## src/rtl/io_mmio_responder.sv

```systemverilog
// io_mmio_responder
//
// Processor-facing MMIO responder for the board I/O path. Decodes a 32-byte
// register window on the data-memory port. It returns load data
// combinationally and captures stores on the rising clock edge. It owns the
// debounced switch state, sticky switch-change flags, the LED register and
// the interrupt line.
//
// Ports:
//   clk        system clock, rising edge
//   reset      synchronous, active-high reset
//   mem_we     store strobe
//   mem_addr   byte address (decode on [31:5], register select on [4:2])
//   mem_wdata  store data
//   mem_rdata  load data, combinational, zero when hit=0
//   hit        address falls inside the register window, combinational
//   switches   raw asynchronous switch levels
//   leds       LED drive, straight from the LED register
//   irq        OR of enabled pending switch-change flags
//
// Access protocol: there is no valid/ready handshake. Every cycle is an
// access. A load is the combinational pair (mem_addr -> hit, mem_rdata)
// and has no side effects. A store is mem_we=1 with hit=1, sampled at the
// rising edge, and it always completes in that cycle.
//
// Register map (offset: access, function):
//   0x00 RO   SW_STATE  debounced switches
//   0x04 W1C  SW_EDGE   sticky change flags (set beats clear in one cycle)
//   0x08 RW   LED
//   0x0C WO   LED_SET   LED |= wdata
//   0x10 WO   LED_CLR   LED &= ~wdata
//   0x14 WO   LED_TOG   LED ^= wdata
//   0x18 RW   IRQ_EN    per-switch interrupt enable
//   0x1C RO   STATUS    bit0 = |SW_EDGE, bit1 = irq

module io_mmio_responder #(
  parameter logic [31:0] BASE_ADDR       = 32'h0000_0400,
  parameter int          NUM_SW          = 10,
  parameter int          NUM_LED         = 10,
  parameter int          DEBOUNCE_CYCLES = 4
) (
  input  logic               clk,
  input  logic               reset,
  input  logic               mem_we,
  input  logic [31:0]        mem_addr,
  input  logic [31:0]        mem_wdata,
  output logic [31:0]        mem_rdata,
  output logic               hit,
  input  logic [NUM_SW-1:0]  switches,
  output logic [NUM_LED-1:0] leds,
  output logic               irq
);

  localparam int CNT_W = (DEBOUNCE_CYCLES > 1) ? $clog2(DEBOUNCE_CYCLES) : 1;
  localparam logic [CNT_W-1:0] CNT_LAST = CNT_W'(DEBOUNCE_CYCLES - 1);

  localparam logic [2:0] OFF_SW_STATE = 3'd0;
  localparam logic [2:0] OFF_SW_EDGE  = 3'd1;
  localparam logic [2:0] OFF_LED      = 3'd2;
  localparam logic [2:0] OFF_LED_SET  = 3'd3;
  localparam logic [2:0] OFF_LED_CLR  = 3'd4;
  localparam logic [2:0] OFF_LED_TOG  = 3'd5;
  localparam logic [2:0] OFF_IRQ_EN   = 3'd6;
  localparam logic [2:0] OFF_STATUS   = 3'd7;

  // State
  logic [NUM_SW-1:0]  sync1;
  logic [NUM_SW-1:0]  sync2;
  logic [NUM_SW-1:0]  stable;
  logic [CNT_W-1:0]   cnt [NUM_SW];
  logic [NUM_SW-1:0]  sw_edge;
  logic [NUM_SW-1:0]  irq_en;
  logic [NUM_LED-1:0] led;

  // Combinational
  logic [2:0]         off;
  logic               wr;
  logic [NUM_SW-1:0]  mismatch;
  logic [NUM_SW-1:0]  accept;
  logic [NUM_SW-1:0]  sw_edge_clr;
  logic [NUM_SW-1:0]  sw_edge_next;
  logic [NUM_SW-1:0]  irq_en_next;
  logic [NUM_LED-1:0] led_next;
  logic               unused_bits;

  // Byte lanes [1:0] and wdata bits above the register widths are ignored.
  assign unused_bits = ^{mem_addr[1:0], mem_wdata};

  // Address decode
  always_comb begin
    hit = (mem_addr[31:5] == BASE_ADDR[31:5]);
    off = mem_addr[4:2];
    wr  = mem_we && hit;
  end

  // Debounce decision. A switch commits its synchronized level only after
  // DEBOUNCE_CYCLES consecutive cycles of disagreement with the stable value.
  always_comb begin
    mismatch = sync2 ^ stable;
    accept   = '0;
    for (int i = 0; i < NUM_SW; i++) begin
      accept[i] = mismatch[i] && (cnt[i] == CNT_LAST);
    end
  end

  // Register write decode. A new debounced change is ORed in after the W1C
  // mask, so the set wins over a clear of the same bit in the same cycle.
  always_comb begin
    sw_edge_clr = '0;
    irq_en_next = irq_en;
    led_next    = led;
    if (wr) begin
      case (off)
        OFF_SW_EDGE: sw_edge_clr = mem_wdata[NUM_SW-1:0];
        OFF_LED:     led_next    = mem_wdata[NUM_LED-1:0];
        OFF_LED_SET: led_next    = led | mem_wdata[NUM_LED-1:0];
        OFF_LED_CLR: led_next    = led & ~mem_wdata[NUM_LED-1:0];
        OFF_LED_TOG: led_next    = led ^ mem_wdata[NUM_LED-1:0];
        OFF_IRQ_EN:  irq_en_next = mem_wdata[NUM_SW-1:0];
        default:     ;
      endcase
    end
    sw_edge_next = (sw_edge & ~sw_edge_clr) | accept;
  end

  always_ff @(posedge clk) begin
    if (reset) begin
      sync1   <= '0;
      sync2   <= '0;
      stable  <= '0;
      sw_edge <= '0;
      irq_en  <= '0;
      led     <= '0;
      for (int i = 0; i < NUM_SW; i++) begin
        cnt[i] <= '0;
      end
    end else begin
      sync1   <= switches;
      sync2   <= sync1;
      stable  <= stable ^ accept;
      sw_edge <= sw_edge_next;
      irq_en  <= irq_en_next;
      led     <= led_next;
      // Any cycle of agreement restarts the count, so bounces never commit.
      for (int i = 0; i < NUM_SW; i++) begin
        if (!mismatch[i] || accept[i]) begin
          cnt[i] <= '0;
        end else begin
          cnt[i] <= cnt[i] + 1'b1;
        end
      end
    end
  end

  // Both operands are flops, so the interrupt has no decode glitches.
  assign irq  = |(sw_edge & irq_en);
  assign leds = led;

  // Load data
  always_comb begin
    mem_rdata = '0;
    if (hit) begin
      case (off)
        OFF_SW_STATE: mem_rdata[NUM_SW-1:0]  = stable;
        OFF_SW_EDGE:  mem_rdata[NUM_SW-1:0]  = sw_edge;
        OFF_LED:      mem_rdata[NUM_LED-1:0] = led;
        OFF_IRQ_EN:   mem_rdata[NUM_SW-1:0]  = irq_en;
        OFF_STATUS:   mem_rdata[1:0]         = {irq, |sw_edge};
        default:      mem_rdata = '0;
      endcase
    end
  end

endmodule

```

## config.mk

```make
export PLATFORM = sky130hd
export DESIGN_NAME = io_mmio_responder
export DESIGN_NICKNAME = d
export VERILOG_FILES = /design/src/rtl/io_mmio_responder.sv
export SDC_FILE = /design/constraint.sdc
export NUM_CORES = 1
export LEC_CHECK = 0
export ABC_AREA = 1
export CAP_MARGIN = 10
export CORE_AREA = 10 10 137 139
export DETAILED_ROUTE_END_ITERATION = 10
export DIE_AREA = 0 0 147 149
export PLACE_DENSITY_LB_ADDON = 0.3
export SYNTH_ARGS = -nofsm -noshare
export SYNTH_HDL_FRONTEND = slang
export SYNTH_SLANG_ARGS = --single-unit
```

## constraint.sdc

```tcl
create_clock -name clk -period 1.7 [get_ports clk]
set_input_delay 0.34 -clock clk [delete_from_list [all_inputs] [get_ports clk]]
set_output_delay 0.34 -clock clk [all_outputs]
set_load 0.01 [all_outputs]
```

==> results.cfg <==
[clock_tree]
root_buffer = clkbuf_16
cts_buffers = 9
clock-sinks = 80
clk_path_buf_depth = 2
cts.hold.buffers_added = 0
cts_tree = built
insertion_delay_ns = 0.34
clk_pin_slew_ns = 0.06
ctsHtreeMaxLevel = 3

[detailed_routing]
wl_met1_um = 6055
ant_nets = 0
drt-pass1-iter-count = 4
avgViaCountPerCell = 4.137
vias = 4360
wl_met3_um = 408
drc = 0
first_iter_violations = 153
wl_per_cell_um = 12.27
wl_met2_um = 6313
drt-total-wl_um = 12930
top_layer = met4

[timing]
fin_ws_ns = -0.1549
max_freq_ghz = 0.5391
period_share_pct = 109.1
rsz0062_at_grt = true
finalHoldWorstSlack_ns = 0.4005
period_minus_slack_ns = 1.855
hold_violations = 0
setup_viol = 10
slew_viol_final = 0
skew_ns = 0.004634

[die]
rows = 47
die-area_mm2 = 0.02190
core_mm2 = 0.01617
die_y_um = 149
pin_count = 121
fp.dieW_um = 147
start_util_pct = 28.29

[layout]
fin_nets = 936
drive_above_1_share_pct = 26.50
finalNonFillerCells = 1054
syn_to_final_growth_pct = 51.26
design_area_mm2 = 0.006919
n_antenna_cell = 0
final_util_pct = 42.79

[yosys]
synth_edf_count = 20
yosysSeqAreaShare_pct = 39.39
yosys.area.top_type = dfxtp_1
synth_common_cells = nor2_1, nand2_1, inv_1, dfxtp_1, nand3_1
ys_types = 31
ys_ff_latch = 80
synthesis.area_mm2 = 0.004574
syn_area_per_cell_um2 = 7.048
synthArstFlopShare_pct = 0
synth_area_leaders = dfxtp_1, edfxtp_1, nor2_1, nand2_1, ha_1
yosys_warnings = 0
yosys_most_used_dff = dfxtp_1
yosysMostFrequentCell = nor2_1
yosysTopAreaCellShare_pct = 26.26
netlist_instances = 649

[critical_path]
crit_type = input port to primary output
worst-path-max-fanout = 5
cp-end-kind = primary output
critPathRequiredTime_ns = 1.36
ff2ff_path_depth = 9
arrival_ns = 1.51
worstSetupStartpointType = input port
r2r_slack_ns = 0.30

[power_and_ir_drop]
power_frac_seq_pct = 43.2
leakage_uw = 0.003372
intPower_uw = 3599
vdd_drop_max_uv = 442.8
p_per_area_mw_per_mm2 = 684.7
combPwrFrac_pct = 12.8
switching_share_pct = 24.03
power.share.clock_pct = 43.9
power_switching_uw = 1139

[grt]
grt_pass1_wl_um = 21050
first_global_vias = 4287
grt_max_degree = 36
gr-total-overflow = 0
antenna_found_initial = 0
grtUsageTotal_pct = 11.79

[placement]
io_buffer_count = 74
placedInstanceArea_mm2 = 0.006095
place_congestion = 0.8313
place_hpwl_um = 9849
placed_cells = 1018

[status]
outcome = complete, but fails checks
violations = negative setup slack

[hold_path]
min_path_type = flip-flop to flip-flop
holdPathStages = 2

[flow_run]
maxCapViolations = 0
[worst max-delay path, cell delays in order]
cell and delay [ns]:
buf_6 0.09, inv_2 0.08, buf_6 0.11, nor3_4 0.04
buf_12 0.13, buf_12 0.13, a22oi_2 0.29, a31oi_4 0.14
buf_6 0.14
[kinds of logic (layout without fill, tap and decap cells)]
logic type,after synthesis,after routing,share of synthesized area (%)
other cells,2,42,0.1642
xor+xnor,10,10,1.915
flops,80,80,39.39
fa+ha+maj,30,30,8.206
buf+inv,133,278,13.13
simple gates,345,345,31.07
compound gates,49,49,6.127
[final timing paths]
path,startpoint,end
max,mem_addr[3],mem_rdata[7]
min,sync1[5]$_SDFF_PP0_,sync2[5]$_SDFF_PP0_
max reg2reg,leds[6]$_SDFFE_PP0P_,leds[6]$_SDFFE_PP0P_
min reg2reg,sync1[5]$_SDFF_PP0_,sync2[5]$_SDFF_PP0_
[metal layers]
metal	up-vias	track usage, %
met1	1945	14.25
met4	0	4.063
met5	-	0
met2	84	20.54
li1	2317	-
met3	14	2.245
[layout make-up]
type	count	area [um2]
flip-flops and latches	80	1808
clock inverters	7	96.34
well taps	220	275.3
fillers	1654	9253
clock buffers	9	225.2
multi-input cells	476	2630
repair buffers	167	1521
inverters	95	362.8
[power groups by stage]
stage | sequential, uW | combinational, uW | clock, uW
global placement | 2090 | 544 | 0
floorplan | 2080 | 301 | 0
global route | 2050 | 685 | 2210
CTS | 2050 | 574 | 2130
finish | 2050 | 608 | 2080
detailed placement | 2090 | 548 | 0
[timing repair]
action,4_1_cts,5_1_grt
setup buffers,19,1
pin swaps,37,30
gates resized for setup,240,57
endpoints found under the hold margin,0,0
endpoints found under the setup margin,39,20
cloned,1,0
[through the flow]
step                      total power [uW]  worst slack [ns]  setup TNS (ns)
after global placement                2633           -0.9949          -21.14
after detailed placement              2638            -1.018          -21.18
final                                 4738           -0.1549          -1.301
after global routing                  4950           -0.2158          -2.100
after floorplan                       2383          0.001278               0
after CTS                             4750           -0.2046          -1.676
[cell usage in the layout (no fill, tap or decap), types with 22 or more instances in the layout]
cell type        instances
nand2_1                129
conb_1                  42
nor2_1                 137
buf_4                   79
dfxtp_1                 55
nand3_1                 29
inv_1                   88
clkdlybuf4s50_1         22
ha_1                    30
buf_6                   35
No activity file was read; power rests on OpenSTA's default activity.
==> edit 1, RTL diff (same settings) <==
The parameter `NUM_SW` goes from 10 to 9.
--- a/src/rtl/io_mmio_responder.sv
+++ b/src/rtl/io_mmio_responder.sv
@@ -35,7 +35,7 @@
 
 module io_mmio_responder #(
   parameter logic [31:0] BASE_ADDR       = 32'h0000_0400,
-  parameter int          NUM_SW          = 10,
+  parameter int          NUM_SW          = 9,
   parameter int          NUM_LED         = 10,
   parameter int          DEBOUNCE_CYCLES = 4
 ) (
Interface: changed (resized switches); port bits go from 121 to 120. No check against the original RTL was run, so the function may have changed too.
==> edit 1 against the original RTL <==
- the run still ends with setup timing left
- worst setup slack got worse by 94 ps
- register-to-register slack gained 70 ps
- synthesized area decreased by 9.1%
- cell area fell by 12%
- power down 11%
- sequential cell count decreased by 7
- routed wire length shrank 8.4%
- largest cell class unchanged
==> edit 1: results (changes against the original RTL) <==
Outcome
  – Status: finished with violations (unchanged)
  – Failing checks: setup timing (unchanged)

Clock network
  – Clock Path Buffers: 2 (unchanged)
  – Postcts setup bufs: 4 (was 19)
  – # resized after CTS: 182 (was 240)

Final layout
  – Seq Cell Count: 73 (was 80)
  – Layout cell share with drive strength beyond 1: 0.264 (was 0.265)
  – Comb_multi_in: 415 (was 476)
  – Cell Count, Final, Fillers Out: 960 (was 1,054)
  – Inverters: 83 (was 95)
  – Nets: 839 (was 936)
  – Buffers outside the clock class: 152 (was 167)
  – Final non-clock buffer share: 0.207 (was 0.220)
  – Cell area after layout: 6110 µm² (was 6920 µm²)
  – Clock-cell share: 0.0481 (was 0.0465)
  – Multi-input logic area: 2310 µm² (was 2630 µm²)
  – Fill cells: 1,700 (was 1,654)

Timing
  – Setup TNS: -2090 ps (was -1300 ps)
  – Final worst slack: -249 ps (was -155 ps)
  – Final setup fails: 10 (unchanged)
  – Hold_ws: 400 ps (about the same)

Logic synthesis
  – Sequential share of the synthesized area: 0.395 (was 0.394)
  – Number of flops mapped to enable cells by yosys: 18 (was 20)
  – Top area cells in the synthesized netlist: dfxtp_1 26%, edfxtp_1 13%, nor2_1 11%, nand2_1 10%, ha_1 8.7% (was dfxtp_1 26%, edfxtp_1 13%, nor2_1 13%, nand2_1 11%, ha_1 8.2%)
  – Area share of fa/ha/maj cells after synthesis: 0.0873 (was 0.0821)
  – Synth Area in Compound Gates: 0.0753 (was 0.0613)

Power
  – Clock Power Share: 0.446 (was 0.439)
  – Worst VDD drop: 524 µV (was 443 µV)
  – Internal power: 3.19 mW (was 3.60 mW)
  – Sw Share: 0.246 (was 0.240)
  – Pleak: 2.98 nW (was 3.37 nW)

Placed design
  – Cell Area, Placed: 5650 µm² (was 6090 µm²)
  – Placed Instances: 937 (was 1,018)
  – Post-DP HPWL: 9240 µm (was 9850 µm)
  – Pre-CTS setup slack: -994 ps (was -1020 ps)
  – # port buffers: 73 (was 74)
  – Placer Congestion: 0.824 (was 0.831)

Worst setup path
  – CP max stage delay: 200 ps (was 290 ps)
  – R2R Setup Slk: 370 ps (was 300 ps)
  – CP Data Arrival Time: 1610 ps (was 1510 ps)
  – Largest fanout on the critical path: 4 (was 5)
  – Crit. Startpoint: mem_addr[31] (was mem_addr[3])
  – Worst r2r src: leds[8] (was leds[6])

Global route
  – Antenna violations before repair: 3 (was 0)
  – Vias in the first global route: 3,579 (was 4,287)
  – First-pass GRT wire length: 18,700 µm (was 21,000 µm)
  – Pin count of the biggest net entering global routing: 28 (was 36)
  – GRT Util Overall: 0.107 (was 0.118)

Route
  – Vias: 3,815 (was 4,360)
  – DRC violation total after the first TritonRoute iteration: 197 (was 153)
  – Routed wire length: 11,800 µm (was 12,900 µm)
-- edit 1: cell count changes after synthesis, sizes merged, moves of 3 or more --
| cell | delta |
|---|---|
| a22oi | -5 |
| a31oi | -3 |
| buf | +3 |
| clkbuf | -4 |
| dfxtp | -5 |
| inv | -11 |
| nand2 | -25 |
| nand3 | -5 |
| nand4 | -6 |
| nor2 | -27 |
| o2111ai | +9 |
| o22ai | +3 |
-- edit 1: layer usage --
metal | track usage | vias to the layer above | wire length (µm)
li1 | - | 2069 | -
met1 | 0.140 | 1659 | 5760
met5 | 0 | - | 7
met4 | 0.0362 | 2 | 131
met3 | 0.0294 | 12 | 558
met2 | 0.165 | 73 | 5380
-- edit 1: final timing paths --
| path | end | depth (start not counted) |
|---|---|---|
| max | mem_rdata[3] | 8 |
| max reg2reg | leds[8] | 9 |
| min reg2reg | sync2[8] | 2 |
| min | sync2[8] | 2 |
==> edit 2, RTL diff (config.mk and constraints unchanged) <==
Made on the original files. Register the output `leds` once more, with the module's reset; this adds one clock of latency there. The other outputs are not delayed to match.
--- a/src/rtl/io_mmio_responder.sv
+++ b/src/rtl/io_mmio_responder.sv
@@ -154,7 +154,13 @@
 
   // Both operands are flops, so the interrupt has no decode glitches.
   assign irq  = |(sw_edge & irq_en);
-  assign leds = led;
+  always_ff @(posedge clk) begin
+    if (reset) begin
+      leds <= '0;
+    end else begin
+      leds <= led;
+    end
+  end
 
   // Load data
   always_comb begin
Function: changed (a bounded check fails within 4 cycles, from zero or initial values and one cycle with reset high).
==> edit 2 against the original RTL <==
- the flow still finishes with violations (setup timing)
- worst setup slack gained 21 ps
- sequential cell count is 10 higher
- combinational power up 3.6%
- power increased by 3.1%
- cell area rose by 3.2%
- synthesized area up 6.0%
- routed wire length rose by 9.6%
- via count increased by 2.8%
- largest power group is now sequential cells
- highest routed layer unchanged
==> edit 2: results (changes against the original RTL) <==
Outcome
  – Status: finished with violations (unchanged)
  – Failing checks: setup timing (unchanged)

Worst setup path
  – CP max-delay cell: a31oi_4 (was a22oi_2)
  – CP max stage delay: 180 ps (was 290 ps)
  – CP Data Arrival Time: 1490 ps (was 1510 ps)
  – Worst R2R End: led[2] (was leds[6])

Timing
  – Hold_ws: 401 ps (was 400 ps)
  – Final setup fails: 10 (unchanged)
  – Final worst slack: -134 ps (was -155 ps)
  – Setup TNS: -1080 ps (was -1300 ps)

Global route
  – Vias in the first global route: 4,452 (was 4,287)
  – GRT Util Overall: 0.129 (was 0.118)
  – GR met2 Demand/Resource: 0.215 (was 0.205)
  – Met3 usage: 0.0300 (was 0.0225)

Final layout
  – Clock-cell share: 0.0408 (was 0.0465)
  – Fill cells: 1,613 (was 1,654)
  – Fin util: 0.441 (was 0.428)
  – Buffers outside the clock class: 158 (was 167)
  – Seq Cell Count: 90 (was 80)
  – CLK BUF: 12 (was 9)
  – Nets: 948 (was 936)
  – Final non-clock buffer share: 0.207 (was 0.220)
  – Inverters: 96 (was 95)

Route
  – Routed wire length: 14,200 µm (was 12,900 µm)
  – Met3 WL post-DR: 636 µm (was 408 µm)
  – Avg Vias per Cell: 4.21 (was 4.14)
  – DR WL met2: 6750 µm (was 6310 µm)

Logic synthesis
  – Area share of fa/ha/maj cells after synthesis: 0.0774 (was 0.0821)
  – Synth Area in Compound Gates: 0.0560 (was 0.0613)
  – Top area cells in the synthesized netlist: dfxtp_1 29%, nor2_1 13%, edfxtp_1 12%, nand2_1 11%, ha_1 7.7% (was dfxtp_1 26%, edfxtp_1 13%, nor2_1 13%, nand2_1 11%, ha_1 8.2%)
  – Mean Syn Cell Area: 7.20 µm² (was 7.05 µm²)
  – Sequential share of the synthesized area: 0.413 (was 0.394)

Placed design
  – Placed Instances: 1,037 (was 1,018)
  – Placer Congestion: 0.852 (was 0.831)
  – Pre-CTS setup slack: -1080 ps (was -1020 ps)

Power
  – Sw Share: 0.250 (was 0.240)
  – Clk. pwr: 1.97 mW (was 2.08 mW)
  – Seq pwr share: 0.467 (was 0.432)
  – Worst VDD drop: 641 µV (was 443 µV)
  – Pleak: 3.41 nW (was 3.37 nW)

Clock network
  – # resized after CTS: 236 (was 240)
  – Clock latency on the worst-skew pair: 360 ps (was 340 ps)
==> edit 2: cell types whose count changed after synthesis, moves of 2 or more <==
cell     change
dfxtp_1     +10
nor2_1       +8
buf_2        +2
inv_1        +2
nand2_2      +2
nand4_1      +2
==> edit 2: worst max-delay path: cells and delay by family <==
kind / cells / cell delay [ps]
and+or+nand+nor: 6 / 580
buffers and inverters: 3 / 390
AOI/OAI and AO/OA: 1 / 180
==> edit 2: worst max path at each step <==
stage / startpoint / end / slack, ps / cells after the start
global placement: mem_addr[4] / mem_rdata[1] / -1120 / 10
detailed placement: mem_addr[2] / mem_rdata[1] / -1080 / 9
CTS: mem_addr[17] / mem_rdata[3] / -130 / 10
floorplan: mem_addr[31] / mem_rdata[0] / -5 / 8
global route: mem_addr[14] / mem_rdata[3] / -220 / 10
finish: mem_addr[31] / mem_rdata[3] / -130 / 10
